$ cat src/rtl/muldiv_unit_pkg.sv
// Shared types and helpers for the multiply/divide engine.
package muldiv_unit_pkg;

  localparam int unsigned XLEN = 32;

  // Operation selector, produced by the decoder from the funct field.
  typedef enum logic [1:0] {
    MD_MULT  = 2'd0,
    MD_MULTU = 2'd1,
    MD_DIV   = 2'd2,
    MD_DIVU  = 2'd3
  } muldiv_op_t;

  // Engine control states.
  typedef enum logic [1:0] {
    ST_IDLE = 2'd0,
    ST_MUL  = 2'd1,
    ST_DIV  = 2'd2,
    ST_DONE = 2'd3
  } md_state_t;

  // Signed variants treat operands as two's complement.
  function automatic logic op_is_signed(input muldiv_op_t op);
    return (op == MD_MULT) || (op == MD_DIV);
  endfunction

  function automatic logic op_is_div(input muldiv_op_t op);
    return (op == MD_DIV) || (op == MD_DIVU);
  endfunction

  // Magnitude for signed operands, raw value for unsigned ones.
  // The most negative value maps onto itself, which is the correct
  // unsigned magnitude 2^31.
  function automatic logic [XLEN-1:0] mag_of(input logic [XLEN-1:0] x,
                                             input logic            is_signed);
    return (is_signed && x[XLEN-1]) ? ((XLEN)'(0) - x) : x;
  endfunction

endpackage

$ cat src/rtl/muldiv_unit_div_core.sv
// Iterative unsigned restoring divider: one quotient bit per step on a
// combined {remainder, quotient} register. Sign handling lives in the parent.
module muldiv_unit_div_core #(
  parameter int ITERS = 32
) (
  input  logic        clk,
  input  logic        reset,
  input  logic        start_i,     // load dividend/divisor, clear counter
  input  logic        step_i,      // perform one restoring step
  input  logic        clear_i,     // abort: counter back to 0
  input  logic [31:0] dividend_i,
  input  logic [31:0] divisor_i,
  output logic [31:0] quot_o,      // quotient after the current step
  output logic [31:0] rem_o,       // remainder after the current step
  output logic        last_o       // current step is the final one
);

  localparam int CW = (ITERS > 1) ? $clog2(ITERS) : 1;

  logic [63:0]   rq_q;
  logic [31:0]   divisor_q;
  logic [CW-1:0] cnt_q;

  logic [32:0]   shifted_d;
  logic [32:0]   diff_d;
  logic [63:0]   rq_d;

  // Shift the partial remainder left by one, try subtracting the divisor,
  // and keep the difference only when it did not borrow. Because the partial
  // remainder stays below the divisor (or below 2^k after k steps when the
  // divisor is zero), bit 32 of the difference is a reliable borrow flag.
  always_comb begin
    shifted_d = {rq_q[63:32], rq_q[31]};
    diff_d    = shifted_d - {1'b0, divisor_q};
    rq_d      = rq_q;
    if (!diff_d[32]) begin
      rq_d = {diff_d[31:0], rq_q[30:0], 1'b1};
    end else begin
      rq_d = {shifted_d[31:0], rq_q[30:0], 1'b0};
    end
  end

  assign quot_o = rq_d[31:0];
  assign rem_o  = rq_d[63:32];
  assign last_o = step_i && (cnt_q == CW'(ITERS - 1));

  // Operand load, per-cycle step and iteration counter.
  always_ff @(posedge clk) begin
    if (reset) begin
      rq_q      <= '0;
      divisor_q <= '0;
      cnt_q     <= '0;
    end else if (clear_i) begin
      cnt_q <= '0;
    end else if (start_i) begin
      rq_q      <= {32'd0, dividend_i};
      divisor_q <= divisor_i;
      cnt_q     <= '0;
    end else if (step_i) begin
      rq_q  <= rq_d;
      cnt_q <= last_o ? '0 : cnt_q + CW'(1);
    end
  end

endmodule

$ cat src/rtl/muldiv_unit.sv
// Multi-cycle multiply/divide engine for the execute stage. Stalls the
// pipeline while computing and presents {hi, lo} with a one-cycle done pulse.
module muldiv_unit
  import muldiv_unit_pkg::*;
#(
  parameter int DIV_ITERS = 32
) (
  input  logic        clk,
  input  logic        reset,
  input  logic        valid_i,
  input  logic [1:0]  op_i,
  input  logic [31:0] a_i,
  input  logic [31:0] b_i,
  input  logic        flush_i,
  output logic        stall_o,
  output logic        busy_o,
  output logic        done_o,
  output logic [31:0] hi_o,
  output logic [31:0] lo_o
);

  md_state_t   state_q;
  logic [31:0] hi_q;
  logic [31:0] lo_q;
  logic        done_q;
  logic [31:0] a_mag_q;
  logic [31:0] b_mag_q;
  logic        sign_a_q;
  logic        sign_b_q;

  muldiv_op_t  op_in;
  logic        signed_in;
  logic [31:0] a_mag_in;
  logic [31:0] b_mag_in;
  logic        accept;
  logic        div_start;
  logic        div_step;

  logic [31:0] div_quot;
  logic [31:0] div_rem;
  logic        div_last;

  logic [63:0] prod_raw;
  logic [63:0] prod_d;
  logic [31:0] quot_d;
  logic [31:0] rem_d;

  assign op_in     = muldiv_op_t'(op_i);
  assign signed_in = op_is_signed(op_in);
  assign a_mag_in  = mag_of(a_i, signed_in);
  assign b_mag_in  = mag_of(b_i, signed_in);

  // A flush in the same cycle suppresses the start.
  assign accept    = (state_q == ST_IDLE) && valid_i && !flush_i;
  assign div_start = accept && op_is_div(op_in);
  assign div_step  = (state_q == ST_DIV);

  muldiv_unit_div_core #(
    .ITERS(DIV_ITERS)
  ) u_div_core (
    .clk        (clk),
    .reset      (reset),
    .start_i    (div_start),
    .step_i     (div_step),
    .clear_i    (flush_i),
    .dividend_i (a_mag_in),
    .divisor_i  (b_mag_in),
    .quot_o     (div_quot),
    .rem_o      (div_rem),
    .last_o     (div_last)
  );

  // Unsigned magnitude product, then the signed fixups for product,
  // quotient (sign(a)^sign(b)) and remainder (sign(a)).
  always_comb begin
    prod_raw = {32'd0, a_mag_q} * {32'd0, b_mag_q};
    prod_d   = (sign_a_q ^ sign_b_q) ? (64'd0 - prod_raw) : prod_raw;
    quot_d   = (sign_a_q ^ sign_b_q) ? (32'd0 - div_quot) : div_quot;
    rem_d    = sign_a_q ? (32'd0 - div_rem) : div_rem;
  end

  // Control FSM with registered result and done pulse.
  always_ff @(posedge clk) begin
    if (reset) begin
      state_q  <= ST_IDLE;
      hi_q     <= '0;
      lo_q     <= '0;
      done_q   <= 1'b0;
      a_mag_q  <= '0;
      b_mag_q  <= '0;
      sign_a_q <= 1'b0;
      sign_b_q <= 1'b0;
    end else begin
      done_q <= 1'b0;
      if (flush_i) begin
        state_q <= ST_IDLE;
      end else begin
        case (state_q)
          ST_IDLE: begin
            if (valid_i) begin
              a_mag_q  <= a_mag_in;
              b_mag_q  <= b_mag_in;
              sign_a_q <= signed_in && a_i[31];
              sign_b_q <= signed_in && b_i[31];
              state_q  <= op_is_div(op_in) ? ST_DIV : ST_MUL;
            end
          end
          ST_MUL: begin
            hi_q    <= prod_d[63:32];
            lo_q    <= prod_d[31:0];
            done_q  <= 1'b1;
            state_q <= ST_DONE;
          end
          ST_DIV: begin
            if (div_last) begin
              hi_q    <= rem_d;
              lo_q    <= quot_d;
              done_q  <= 1'b1;
              state_q <= ST_DONE;
            end
          end
          // valid_i here still belongs to the departing instruction.
          ST_DONE: state_q <= ST_IDLE;
          default: state_q <= ST_IDLE;
        endcase
      end
    end
  end

  assign stall_o = accept || (state_q == ST_MUL) || (state_q == ST_DIV);
  assign busy_o  = (state_q != ST_IDLE);
  assign done_o  = done_q;
  assign hi_o    = hi_q;
  assign lo_o    = lo_q;

endmodule

$ cat config.mk
export PLATFORM = sky130hd
export DESIGN_NAME = muldiv_unit
export DESIGN_NICKNAME = d
export VERILOG_FILES = /design/src/rtl/muldiv_unit_pkg.sv /design/src/rtl/muldiv_unit_div_core.sv /design/src/rtl/muldiv_unit.sv
export SDC_FILE = /design/constraint.sdc
export NUM_CORES = 2
export LEC_CHECK = 0
export BUFFER_PORTS_ARGS = -buffer_cell sky130_fd_sc_hd__buf_2
export CAP_MARGIN = 25
export CORE_UTILIZATION = 30
export DETAILED_ROUTE_END_ITERATION = 10
export PLACE_DENSITY = 0.44
export SLEW_MARGIN = 0
export SYNTH_ARGS = -nofsm -noshare
export SYNTH_HDL_FRONTEND = slang
export SYNTH_HIERARCHICAL = 1
export SYNTH_SLANG_ARGS = --single-unit
$ cat constraint.sdc
create_clock -name clk -period 22.9 [get_ports clk]
set_input_delay 2.29 -clock clk [delete_from_list [all_inputs] [get_ports clk]]
set_output_delay 2.29 -clock clk [all_outputs]
set_load 0.03 [all_outputs]
Yosys cells after proc, flatten, opt, wreduce, memory -nomap -nowiden
Cells that the tools add are included.
- register bits after elaboration: 234
- input port bits: 70
- output and inout bits: 67
- word-level logic and storage cells: 71
- add/subtract/negate cells: 7
- multiply operators: 1
- equal/unequal tests: 8
- multiplexer cells: 19
- bitwise operators: 2
- reductions and logical operators: 23
- operator list (kind ; number):
    $mux W64 ; 4
    $mux W32 ; 6
    $pmux W32 S2 ; 2
    $sub A1 B32 Y32 const A ; 4
    $mul A32 B32 Y64 ; 1
    $sub A1 B64 Y64 const A ; 1
    $sub A33 B32 Y33 ; 1
    $eq A2 B2 Y1 const B ; 4
    $pmux W2 S4 ; 1
    $logic_and A1 B1 Y1 ; 6
    $mux W2 ; 3
    $reduce_and A2 Y1 ; 3
    $reduce_and A3 Y1 ; 2
    $reduce_bool A2 Y1 ; 3
    $add A5 B1 Y5 const B ; 1
    $eq A5 B5 Y1 const B ; 1
    $mux W5 ; 1
    $logic_not A2 Y1 ; 2
    $logic_or A1 B1 Y1 ; 4
    $ne A2 B2 Y1 const B ; 2
    $reduce_or A3 Y1 ; 1
    $eq A2 B1 Y1 const B ; 1
    $pmux W1 S2 ; 1
    $reduce_or A2 Y1 ; 1
    other kinds (4) ; 4

Logic depth before layout (Yosys ltp)
- depth in word-level cells: 6
- gate-level depth with buffers: 32
- mapped depth without buffers: 28

Cells and area by module
The synthesis kept the hierarchy.
- modules (own cells, without submodules) (module ; times used ; cells each ; area an instance (µm²) ; seq. area each (µm²)):
    muldiv_unit ; 1 ; 5155 ; 43501.7 ; 2662.6
    muldiv_unit_div_core ; 1 ; 763 ; 6438.7 ; 2021.9

Worst setup path before layout
No wires, ideal clock.
- path type: flip-flop to flip-flop
- start: register b_mag_q[8]
- end: register hi_q[23] (netlist: hi_o[23])
- setup time: 0.122 ns
- arrival time: 8.178 ns
- required time: 22.778 ns
- setup slack: 14.600 ns
- stages on the path, launching flop included: 28
- path through: dfxtp_1 > clkbuf_1 > nand2_1 > fa_1 > fa_1 > fa_1 > fa_1 > inv_1 > fa_1 > fa_1 > fa_1 > inv_1 > fa_1 > inv_1 > ha_1 > clkbuf_1 > nand4_1 > nor4_1 > o211ai_1 > and3_1 > xnor2_1 > or4_1 > buf_2 > nand4bb_1 > and4bb_4 > nand2_2 > mux2_4 > a221o_1
- cells in the longest elaborated chain, start to end: 4
- ends and longest elaborated chain (what ; RTL line ; source):
    start: declaration ; muldiv_unit.sv:27 ; logic [31:0] b_mag_q;
    start signal: assignment ; muldiv_unit.sv:102 ; b_mag_q <= b_mag_in;
    $mul A32 B32 Y64 (*) ; muldiv_unit.sv:76 ; prod_raw = {32'd0, a_mag_q} * {32'd0, b_mag_q};
    $sub A1 B64 Y64 ; muldiv_unit.sv:77 ; prod_d = (sign_a_q ^ sign_b_q) ? (64'd0 - prod_raw) : prod_raw;
    $mux W64 (*) ; muldiv_unit.sv:77 ;
    $pmux W32 S2 (*) ; muldiv_unit.sv:98 ; case (state_q)
    end signal: assignment ; muldiv_unit.sv:109 ; hi_q <= prod_d[63:32];
    end signal: assignment ; muldiv_unit.sv:116 ; hi_q <= rem_d;
    end: declaration ; muldiv_unit.sv:23 ; logic [31:0] hi_q;
Every way passes the cells marked *; elsewhere a longest branch is shown, timed or not.
A chain may end at the register's enable or synchronous reset.

Worst setup path after layout
- start: register b_mag_q[28]
- end: register hi_q[24] (netlist: hi_o[24])
The elaborated chain is that of the path after synthesis.

==> results.py <==
metrics = {
    "setup_path": {
        "path_class": "reg2reg",
        "worst_ep_arrival_time_ns": 10.13,
        "startpoint_type": "register",
        "critPathSlowestCell": "dfxtp_2",
        "cp.required_ns": 23.35,
        "end_kind": "register",
        "crit_chain": "nand2_1 > fa_1 > inv_1 > fa_1 > fa_1 > fa_1 > fa_1 > fa_1 > fa_1 > inv_1 > fa_1 > inv_1 > ha_1 > nand4_1 > nor4_1 > o211ai_1 > and3_1 > xnor2_1 > or4_1 > or2_1 > nor3_2 > a41oi_1 > xnor2_1 > o221ai_1",
        "critPathMaxFanout": 33,
        "critPathMaxStageDelay_ns": 0.99,
        "path_common_cell": "fa_1",
    },
    "die": {
        "dieArea_um2": 168000,
        "coreArea_um2": 165000,
        "start_util_pct": 30.2,
        "io_pins": 137,
        "die_w_um": 410,
        "num_rows": 149,
        "die_h_um": 410,
    },
    "job": {
        "drv_cap": 0,
    },
    "final_layout": {
        "drive_gt1_share_pct": 6.50,
        "seqCellArea_um2": 4710,
        "syn2layout_area_growth_pct": 7.43,
        "multiInputGateArea_um2": 40200,
        "fin_nets": 7049,
        "fill_cells": 17678,
    },
    "clock_network": {
        "cts.clk_slew.worst_paths_ns": 0.06,
        "cts_max_level": 1,
        "clock_latency_ns": 0.61,
        "root_buffer": "clkbuf_16",
        "hold_buffers": 0,
        "cts_tree": "done",
        "cts_resized": 0,
        "clock-sinks": 234,
        "post_cts.repair.setup_buffers": 0,
        "cts_buffers": 30,
        "clock_path_buffers": 3,
    },
    "drt": {
        "routed_via_density": 4.95,
        "wirelength_mm": 170,
        "vias": 39585,
        "avgRoutedWirePerCell_um": 21.3,
        "postRouteAntennaNets": 0,
        "drt_iter0_drc": 2317,
        "first_pass_iters": 8,
        "drc": 12,
    },
    "logic_synthesis": {
        "syn_inst": 5918,
        "synth.top_cells.by_area": "fa_1 36%, dfxtp_1 9.4%, ha_1 7.6%",
        "ys_seq_area_share_pct": 9.38,
        "yosysTopAreaCellShare_pct": 36.0,
        "synth_top_area_cell": "fa_1",
        "synthArstFlopShare_pct": 0,
        "synth_edf_count": 0,
        "yosysMostFrequentCell": "inv_1",
        "yosys-top-cells-count": "922 x inv_1, 897 x fa_1, 787 x nand2_1, 609 x and2_1, 327 x clkbuf_1",
        "synth_cell_types": 95,
        "yosysWarningCount": 6,
        "synth-seq-cells": 234,
        "synth_top_flop_cell": "dfxtp_1",
        "postSynthAreaPerCell_um2": 8.44,
        "synth_nets": 7190,
        "synth_area_um2": 49900,
    },
    "timing": {
        "rsz0062_at_grt": "no",
        "timing.setup.tns_ns": 0,
        "hold_viol_final": 0,
        "setup_viol": 0,
        "tightest_slew_ns": 1.06,
        "finalCritPeriodShare_pct": 42.3,
        "min_period_ns": 9.68,
        "fin_skew_ns": 0.0213,
        "fin_hold_ws_ns": 0.452,
        "fmax_mhz": 103,
        "final_max_slew_viol_count": 0,
        "final.setup.worst_slack_ns": 13.22,
        "relSlewSlack_pct": 29.6,
    },
    "outcome": {
        "violations": "DRC",
        "outcome": "finished with violations",
    },
    "global_routing": {
        "grt_start_max_net_pins": 73,
        "antenna_found_initial": 8,
        "first_global_vias": 41829,
        "grt_pass1_wl_mm": 263,
        "grt_overflow": 0,
        "grtUsageTotal_pct": 20.4,
    },
    "placement": {
        "place.gp.congestion": 0.901,
        "io_buffers": 136,
        "pre_cts_slack_ns": 13.17,
        "dp_hpwl_mm": 134,
    },
    "power": {
        "p_leak_uw": 0.0247,
        "power_density_nw_per_um2": 49.1,
        "peakVddDrop_uv": 55.9,
    },
    "hold_path": {
        "hold_path_class": "reg2reg",
    },
}
through the flow:
step                      instance area [µm²]  cells  power, µW  utilization (%)
final                                   53600   7992       2630             32.5
after detailed placement                52400   7931       2070             31.7
after global routing                    53600   7989       2820             32.5
after floorplan                         49900   5918       1540                -
after global placement                  52400   7929       2070             31.7
after CTS                               53600   7986       2650             32.4
path summary, 6_finish.rpt:
kind                     from  cells past startpoint  slack [ns]  endpoint
setup / recovery  b_mag_q[28]                     24       13.22  hi_o[24]
hold / removal       lo_o[28]                      2        0.45  lo_o[28]
setup reg to reg  b_mag_q[28]                     24       13.22  hi_o[24]
hold reg to reg      lo_o[28]                      2        0.45  lo_o[28]
worst max-delay path: cells and delay by family (launching register included):
family | cells | cell delay [ns]
compound gates | 3 | 0.62
xor+xnor | 2 | 0.40
fa+ha+maj | 9 | 4.58
flops | 1 | 0.99
simple gates | 7 | 2.74
buf+inv | 3 | 0.14
cell type report:
class                           instances  area share (%)
Timing Repair Buffer                  217            2.56
Clock inverter                         22           0.679
Tap cell                             2189            5.11
Clock buffer                           33            1.44
Antenna cell                            3          0.0140
Inverter                              922            6.45
Sequential cell                       234            8.78
Multi-Input combinational cell       4372            75.0
cells in the final DEF, fill, tap and decap left out, types with 17 or more instances in the layout:
master	instances
inv_1	922
fa_1	897
nand2_1	787
and2_1	608
nor2_1	305
ha_1	304
a21oi_1	249
dfxtp_1	213
buf_2	135
o21ai_0	125
xnor2_1	125
xor2_1	118
nor3_1	110
buf_4	77
a211oi_1	54
nand4_1	44
o211ai_1	42
mux2i_1	42
o31ai_1	40
nand3_1	34
or3_1	33
a21o_1	32
a22o_1	32
clkbuf_16	30
nor4_1	28
mux2_4	28
nand2b_1	23
o21a_1	23
a31oi_1	21
dfxtp_2	21
o21ai_1	18
and3_1	17
power by group:
| group | internal [µW] | switching, µW | leakage, µW |
|---|---|---|---|
| Clock | 345 | 217 | 0.000546 |
| Combinational | 549 | 1060 | 0.0222 |
| Sequential | 430 | 35.2 | 0.00191 |
| Total | 1320 | 1310 | 0.0247 |
routing by layer:
layer / global-route usage, % / routed length [µm] / up-vias
li1: - / - / 18247
met1: 28.6 / 78700 / 20244
met2: 32.9 / 77700 / 892
met3: 2.38 / 8050 / 202
met4: 6.03 / 5430 / 0
met5: 0 / 0 / -
registers in the layout, indices dropped and copies added (netlist names):
signal	cells
hi_o	32
a_mag_q	32
sign_a_q	1
sign_b_q	1
u_div_core/divisor_q	32
b_mag_q	32
lo_o	32
done_o	1
u_div_core/rq_q	64
u_div_core/cnt_q	5
state_q	2
cells by family after synthesis:
family | Yosys count | synth area share [%]
AND/OR/NAND/NOR | 2079 | 20.4
adder cells (fa/ha/maj) | 1202 | 43.6
buffers and inverters | 1312 | 10.2
AO/OA/AOI/OAI | 771 | 10.2
flip-flops | 234 | 9.38
XOR/XNOR | 246 | 4.33
multiplexers | 74 | 1.80
No activity file was read; power rests on OpenSTA's default activity.
